File: config.mk
export PLATFORM = sky130hd
export DESIGN_NAME = rr_arbiter8
export DESIGN_NICKNAME = d
export VERILOG_FILES = /design/src/rtl/rr_arbiter8.sv
export SDC_FILE = /design/constraint.sdc
export NUM_CORES = 1
export LEC_CHECK = 0
export CAP_MARGIN = 25
export CORE_MARGIN = 3
export CORE_UTILIZATION = 58
export DETAILED_ROUTE_END_ITERATION = 8
export PLACE_DENSITY_LB_ADDON = 0.12
export RECOVER_POWER = 25
export SETUP_SLACK_MARGIN = 0.02
export SYNTH_ARGS = -nofsm -noshare
export SYNTH_HDL_FRONTEND = slang
export SYNTH_SLANG_ARGS = --single-unit
File: constraint.sdc
create_clock -name clk -period 4.15 [get_ports clk]
set_input_delay 1.245 -clock clk [delete_from_list [all_inputs] [get_ports clk]]
set_output_delay 1.245 -clock clk [all_outputs]
set_load 0.01 [all_outputs]
File: src/rtl/rr_arbiter8.sv
// Eight-way round-robin arbiter with grant hold and tenure-limited preemption.
// All outputs are registered; gnt_id_o drives the downstream datapath mux select.
module rr_arbiter8 #(
    parameter int unsigned HOLD_MAX = 16
) (
    input  logic       clk,
    input  logic       rst_n,
    input  logic [7:0] req_i,
    output logic [7:0] gnt_o,
    output logic [2:0] gnt_id_o,
    output logic       gnt_valid_o,
    output logic       preempt_o,
    output logic [7:0] tenure_o
);

    typedef enum logic [0:0] {
        ST_IDLE  = 1'b0,
        ST_GRANT = 1'b1
    } state_e;

    typedef enum logic [2:0] {
        ACT_IDLE    = 3'd0,
        ACT_START   = 3'd1,
        ACT_HANDOFF = 3'd2,
        ACT_PREEMPT = 3'd3,
        ACT_HOLD    = 3'd4
    } act_e;

    localparam logic [7:0] HOLD_MAX_C = 8'(HOLD_MAX);

    // Returns {found, index} of the first set bit of vec searched from start upward, wrapping.
    function automatic logic [3:0] rr_pick(input logic [7:0] vec, input logic [2:0] start);
        logic [3:0] res;
        logic [2:0] idx;
        res = 4'b0000;
        for (int off = 7; off >= 0; off--) begin
            idx = start + 3'(off);
            res = vec[idx] ? {1'b1, idx} : res;
        end
        return res;
    endfunction

    state_e     state_q, state_d;
    act_e       act_s;
    logic [2:0] ptr_q, ptr_d;
    logic [7:0] gnt_q, gnt_d;
    logic [2:0] gnt_id_q, gnt_id_d;
    logic       gnt_valid_q, gnt_valid_d;
    logic       preempt_q, preempt_d;
    logic [7:0] tenure_q, tenure_d;

    logic [7:0] others_s;
    logic [3:0] pick_idle_s;
    logic [3:0] pick_next_s;
    logic [2:0] next_ptr_s;

    // Masking via the one-hot grant excludes the holder; the search after a holder starts just past it.
    assign others_s    = req_i & ~gnt_q;
    assign next_ptr_s  = gnt_id_q + 3'd1;
    assign pick_idle_s = rr_pick(req_i, ptr_q);
    assign pick_next_s = rr_pick(others_s, next_ptr_s);

    // State and priority-pointer register.
    always_ff @(posedge clk or negedge rst_n) begin
        if (!rst_n) begin
            state_q <= ST_IDLE;
            ptr_q   <= 3'd0;
        end else begin
            state_q <= state_d;
            ptr_q   <= ptr_d;
        end
    end

    // Next-state decision: release has priority over timeout, timeout over hold.
    always_comb begin
        state_d = state_q;
        ptr_d   = ptr_q;
        act_s   = ACT_IDLE;
        case (state_q)
            ST_IDLE: begin
                if (|req_i) begin
                    state_d = ST_GRANT;
                    act_s   = ACT_START;
                end else begin
                    state_d = ST_IDLE;
                    act_s   = ACT_IDLE;
                end
            end
            ST_GRANT: begin
                if (!req_i[gnt_id_q]) begin
                    ptr_d = next_ptr_s;
                    if (pick_next_s[3]) begin
                        state_d = ST_GRANT;
                        act_s   = ACT_HANDOFF;
                    end else begin
                        state_d = ST_IDLE;
                        act_s   = ACT_IDLE;
                    end
                end else if ((tenure_q == HOLD_MAX_C) && (|others_s)) begin
                    ptr_d   = next_ptr_s;
                    state_d = ST_GRANT;
                    act_s   = ACT_PREEMPT;
                end else begin
                    state_d = ST_GRANT;
                    act_s   = ACT_HOLD;
                end
            end
            default: begin
                state_d = ST_IDLE;
                ptr_d   = 3'd0;
                act_s   = ACT_IDLE;
            end
        endcase
    end

    // Output next-values derived from the chosen action.
    always_comb begin
        gnt_d       = 8'h00;
        gnt_id_d    = 3'd0;
        gnt_valid_d = 1'b0;
        preempt_d   = 1'b0;
        tenure_d    = 8'd0;
        case (act_s)
            ACT_IDLE: begin
                gnt_d       = 8'h00;
                gnt_id_d    = 3'd0;
                gnt_valid_d = 1'b0;
                tenure_d    = 8'd0;
            end
            ACT_START: begin
                gnt_d       = 8'h01 << pick_idle_s[2:0];
                gnt_id_d    = pick_idle_s[2:0];
                gnt_valid_d = 1'b1;
                tenure_d    = 8'd1;
            end
            ACT_HANDOFF, ACT_PREEMPT: begin
                gnt_d       = 8'h01 << pick_next_s[2:0];
                gnt_id_d    = pick_next_s[2:0];
                gnt_valid_d = 1'b1;
                preempt_d   = (act_s == ACT_PREEMPT);
                tenure_d    = 8'd1;
            end
            ACT_HOLD: begin
                gnt_d       = gnt_q;
                gnt_id_d    = gnt_id_q;
                gnt_valid_d = gnt_valid_q;
                tenure_d    = (tenure_q >= HOLD_MAX_C) ? HOLD_MAX_C : (tenure_q + 8'd1);
            end
            default: begin
                gnt_d       = 8'h00;
                gnt_id_d    = 3'd0;
                gnt_valid_d = 1'b0;
                tenure_d    = 8'd0;
            end
        endcase
    end

    // Registered grant outputs.
    always_ff @(posedge clk or negedge rst_n) begin
        if (!rst_n) begin
            gnt_q       <= 8'h00;
            gnt_id_q    <= 3'd0;
            gnt_valid_q <= 1'b0;
            preempt_q   <= 1'b0;
            tenure_q    <= 8'd0;
        end else begin
            gnt_q       <= gnt_d;
            gnt_id_q    <= gnt_id_d;
            gnt_valid_q <= gnt_valid_d;
            preempt_q   <= preempt_d;
            tenure_q    <= tenure_d;
        end
    end

    assign gnt_o       = gnt_q;
    assign gnt_id_o    = gnt_id_q;
    assign gnt_valid_o = gnt_valid_q;
    assign preempt_o   = preempt_q;
    assign tenure_o    = tenure_q;

endmodule
==> run_summary.xml <==
<?xml version="1.0" encoding="UTF-8"?>
<metrics>
  <group name="clocking">
    <metric name="path_clk_slew" unit="ns">0.08</metric>
    <metric name="tritoncts_clock_tree" unit="">built</metric>
    <metric name="post_cts.repair.setup_buffers" unit="">0</metric>
    <metric name="tritoncts_num_sinks" unit="">25</metric>
    <metric name="cts_hold_buf" unit="">0</metric>
    <metric name="worst_skew_pair.late_latency" unit="ns">0.27</metric>
    <metric name="max-clock-path-buffers" unit="">2</metric>
    <metric name="cts_made_buffers" unit="">3</metric>
    <metric name="cts.htree.levels" unit="">1</metric>
    <metric name="cts.root.buffer_cell" unit="">sky130_fd_sc_hd__clkbuf_8</metric>
  </group>
  <group name="synth">
    <metric name="synth_top_cell_area_share" unit="%">20.6</metric>
    <metric name="synth_ff_type" unit="">sky130_fd_sc_hd__dfrtp_1</metric>
    <metric name="yosys.area_share.adder" unit="%">2.48</metric>
    <metric name="syn_area" unit="um2">3030</metric>
    <metric name="synth_top_family_by_area" unit="">compound AO/OA/AOI/OAI gates</metric>
    <metric name="syn-instance-count" unit="">335</metric>
    <metric name="syn_area_per_cell" unit="um2">9.05</metric>
    <metric name="post_synth_xor_area_fraction" unit="%">3.05</metric>
    <metric name="ys_seq_elements" unit="">25</metric>
    <metric name="synth.mux.area_fraction" unit="%">24.0</metric>
    <metric name="synth.top_cells.by_area" unit="">sky130_fd_sc_hd__dfrtp_1, sky130_fd_sc_hd__mux4_2, sky130_fd_sc_hd__mux2i_1</metric>
    <metric name="post_synth_num_cell_types" unit="">74</metric>
    <metric name="seq_area_frac_synth" unit="%">20.6</metric>
    <metric name="synth_largest_area_cell" unit="">sky130_fd_sc_hd__dfrtp_1</metric>
    <metric name="synth-simple-area-share" unit="%">20.4</metric>
    <metric name="number_of_enable_type_register_cells_in_the_synthesized_netlist" unit="">0</metric>
    <metric name="synth-warning-count" unit="">0</metric>
    <metric name="synth_compound_area_share" unit="%">24.3</metric>
    <metric name="async_reset_ff_share" unit="%">100</metric>
  </group>
  <group name="place">
    <metric name="portBuffers" unit="">30</metric>
    <metric name="post-place-ws" unit="ns">-0.0416</metric>
    <metric name="detailedPlacementHpwl" unit="um">6690</metric>
    <metric name="finalWeightedCongestion" unit="">0.988</metric>
  </group>
  <group name="cells_and_area">
    <metric name="n_fill_cell" unit="">368</metric>
    <metric name="layout_common_cells" unit="">sky130_fd_sc_hd__buf_4, sky130_fd_sc_hd__nand2_1, sky130_fd_sc_hd__clkdlybuf4s50_1</metric>
    <metric name="multi_input_comb_area" unit="um2">2260</metric>
    <metric name="register_area" unit="um2">626</metric>
    <metric name="ant_cells" unit="">0</metric>
    <metric name="mostFrequentLayoutCell" unit="">sky130_fd_sc_hd__buf_4</metric>
    <metric name="finish.net_count" unit="">406</metric>
    <metric name="final_layout_size_suffix_gt1_share" unit="%">17.0</metric>
    <metric name="p_r_area_growth_vs_syn" unit="%">19.6</metric>
  </group>
  <group name="route">
    <metric name="detailedRoute.firstPassIterationCount" unit="">5</metric>
    <metric name="via_per_inst" unit="">6.82</metric>
    <metric name="dr.first_iter.drc_count" unit="">472</metric>
    <metric name="routedWlPerCell" unit="um">19.5</metric>
    <metric name="drcViolationCount" unit="">0</metric>
    <metric name="wl" unit="um">8880</metric>
    <metric name="antenna_violating_nets_post_route" unit="">0</metric>
    <metric name="num_vias" unit="">3111</metric>
  </group>
  <group name="grt">
    <metric name="global_route_wire_length_before_repair" unit="um">14800</metric>
    <metric name="gr-total-overflow" unit="">0</metric>
    <metric name="grt_pass1_vias" unit="">2950</metric>
    <metric name="grt_util_all_layers" unit="%">29.9</metric>
    <metric name="number_of_antenna_violations_at_the_first_check_in_global_routing" unit="">0</metric>
    <metric name="grt_max_degree" unit="">26</metric>
  </group>
  <group name="floorplanning">
    <metric name="std_cell_rows" unit="">25</metric>
    <metric name="die-area" unit="um2">6130</metric>
    <metric name="dieWidth" unit="um">78.3</metric>
    <metric name="floorplan.initialDensity" unit="%">62.2</metric>
    <metric name="design.portCount" unit="">31</metric>
    <metric name="coreArea" unit="um2">4880</metric>
    <metric name="die_y" unit="um">78.3</metric>
  </group>
  <group name="sta">
    <metric name="setup_slack" unit="ns">0.166</metric>
    <metric name="max_freq" unit="MHz">251</metric>
    <metric name="rel_slew_slack" unit="%">27.8</metric>
    <metric name="timing.final.crit_period" unit="ns">3.98</metric>
    <metric name="final-hold-violation-count" unit="">0</metric>
    <metric name="least_margin_pin_slew" unit="ns">1.08</metric>
    <metric name="post-route-period-util" unit="%">96.0</metric>
    <metric name="final.setup_skew" unit="ns">0.00111</metric>
    <metric name="grt_setup_unrepaired" unit="">no</metric>
    <metric name="timing.final.max_slew_violations" unit="">0</metric>
    <metric name="finalSetupViolCount" unit="">0</metric>
  </group>
  <group name="worst_hold_path">
    <metric name="timing.hold.worst_endpoint" unit="">gnt_valid_o$_DFFE_PN0P_</metric>
    <metric name="worstHoldPathType" unit="">reg -&gt; reg</metric>
    <metric name="min-delay-start" unit="">gnt_valid_o$_DFFE_PN0P_</metric>
    <metric name="worstHoldPathCells" unit="">1</metric>
  </group>
  <group name="critical_path">
    <metric name="worstSetupStartpointType" unit="">input pin</metric>
    <metric name="cpLargestDelayFamily" unit="">compound AO/OA/AOI/OAI gates</metric>
    <metric name="setup.worst_path.class" unit="">in -&gt; reg</metric>
    <metric name="timing.critical_path.required" unit="ns">4.31</metric>
    <metric name="timing.critical_path.to_type" unit="">flip-flop</metric>
    <metric name="cp_slowest_cell" unit="">sky130_fd_sc_hd__clkdlybuf4s50_1</metric>
    <metric name="regToRegSetupSlack" unit="ns">0.68</metric>
    <metric name="crit_path_cell_trace" unit="">clkdlybuf4s50_1 &gt; mux2_1 &gt; mux4_2 &gt; and3_1 &gt; a221o_1 &gt; a211oi_1 &gt; o32a_1 &gt; a21oi_1 &gt; a32o_1</metric>
    <metric name="worstReg2RegEnd" unit="">gnt_o[7]$_DFFE_PN0P_</metric>
    <metric name="r2r-start" unit="">gnt_id_o[1]$_DFFE_PN0P_</metric>
    <metric name="worstRegToRegCells" unit="">8</metric>
    <metric name="crit_buf_inv" unit="">1</metric>
    <metric name="critical-path-max-stage-delay" unit="ns">0.56</metric>
    <metric name="worstPathArrival" unit="ns">4.15</metric>
    <metric name="worstPathMaxFanout" unit="">10</metric>
  </group>
  <group name="status">
    <metric name="status" unit="">complete, no violations</metric>
  </group>
  <group name="job">
    <metric name="count_of_maximum_capacitance_violations" unit="">0</metric>
  </group>
</metrics>
-- what timing repair did --
item,CTS,global route
hold endpoints to repair,0,0
setup endpoints to repair,0,1
resized for setup,0,1
-- cell type report --
type	count	share of cell area [%]
multi-input cells	281	62.3
flip-flops and latches	25	17.3
repair buffers	64	15.3
well taps	67	2.31
inverters	15	1.55
clock buffers	3	1.14
clock inverters	1	0.138
-- sequential cells by signal (all words and copies together), names as in the netlist --
name         flops
gnt_id_o         3
state_q          1
gnt_o            8
gnt_valid_o      1
tenure_o         8
ptr_q            3
preempt_o        1
-- metrics by stage --
stage	util, %	instances	area [um2]	setup TNS (ns)	hold slack (ns)
finish	74.3	456	3630	0	0.525
CTS	74.2	455	3620	0	0.528
floorplan	-	337	3040	0	0.525
global placement	73.2	451	3570	0	0.503
global route	74.3	456	3630	0	0.571
detailed placement	73.2	451	3570	-0.246	0.500
-- per-layer routing --
| layer | up-vias | GRT usage [%] | wire length [um] |
|---|---|---|---|
| li1 | 1412 | - | - |
| met1 | 1503 | 43.8 | 3740 |
| met2 | 184 | 47.6 | 4160 |
| met3 | 12 | 2.29 | 828 |
| met4 | 0 | 8.22 | 145 |
| met5 | - | 0 | 0 |
-- synth_stat cells (6+ instances only) --
cell type / n
sky130_fd_sc_hd__o21ai_0: 17
sky130_fd_sc_hd__buf_2: 6
sky130_fd_sc_hd__dfrtp_1: 25
sky130_fd_sc_hd__nor2b_1: 9
sky130_fd_sc_hd__nand2_1: 28
sky130_fd_sc_hd__nor2_1: 18
sky130_fd_sc_hd__mux4_2: 11
sky130_fd_sc_hd__nand3_1: 10
sky130_fd_sc_hd__a21oi_1: 14
sky130_fd_sc_hd__ha_1: 6
sky130_fd_sc_hd__nor3_1: 6
sky130_fd_sc_hd__nand2b_1: 17
sky130_fd_sc_hd__inv_1: 14
sky130_fd_sc_hd__mux2_2: 8
sky130_fd_sc_hd__mux2i_1: 19
sky130_fd_sc_hd__a211oi_1: 6
-- worst max path at each step --
stage | startpoint | endpoint | slack, ns | cells after the start
final | req_i[2] | gnt_o[7]$_DFFE_PN0P_ | 0.17 | 9
after global routing | req_i[2] | gnt_o[1]$_DFFE_PN0P_ | 0.03 | 9
after CTS | req_i[3] | gnt_o[2]$_DFFE_PN0P_ | 0.23 | 9
after detailed placement | req_i[2] | gnt_o[6]$_DFFE_PN0P_ | -0.04 | 9
after global placement | req_i[3] | gnt_o[6]$_DFFE_PN0P_ | 0.008 | 9
after floorplan | req_i[4] | gnt_o[2]$_DFFE_PN0P_ | 0.80 | 8
-- logic make-up (layout without fill, tap and decap cells) --
kind of cell	Yosys count	count (layout)
buffers and inverters	31	83
adder cells (fa/ha/maj)	6	6
AND/OR/NAND/NOR	116	116
flip-flops	25	25
XOR/XNOR	8	8
AO/OA/AOI/OAI	100	100
other	1	3
multiplexers	48	48
Power is left out: the tool's default activity adds up to more than one toggle a clock period on the data nets, which glitch-free logic cannot reach.
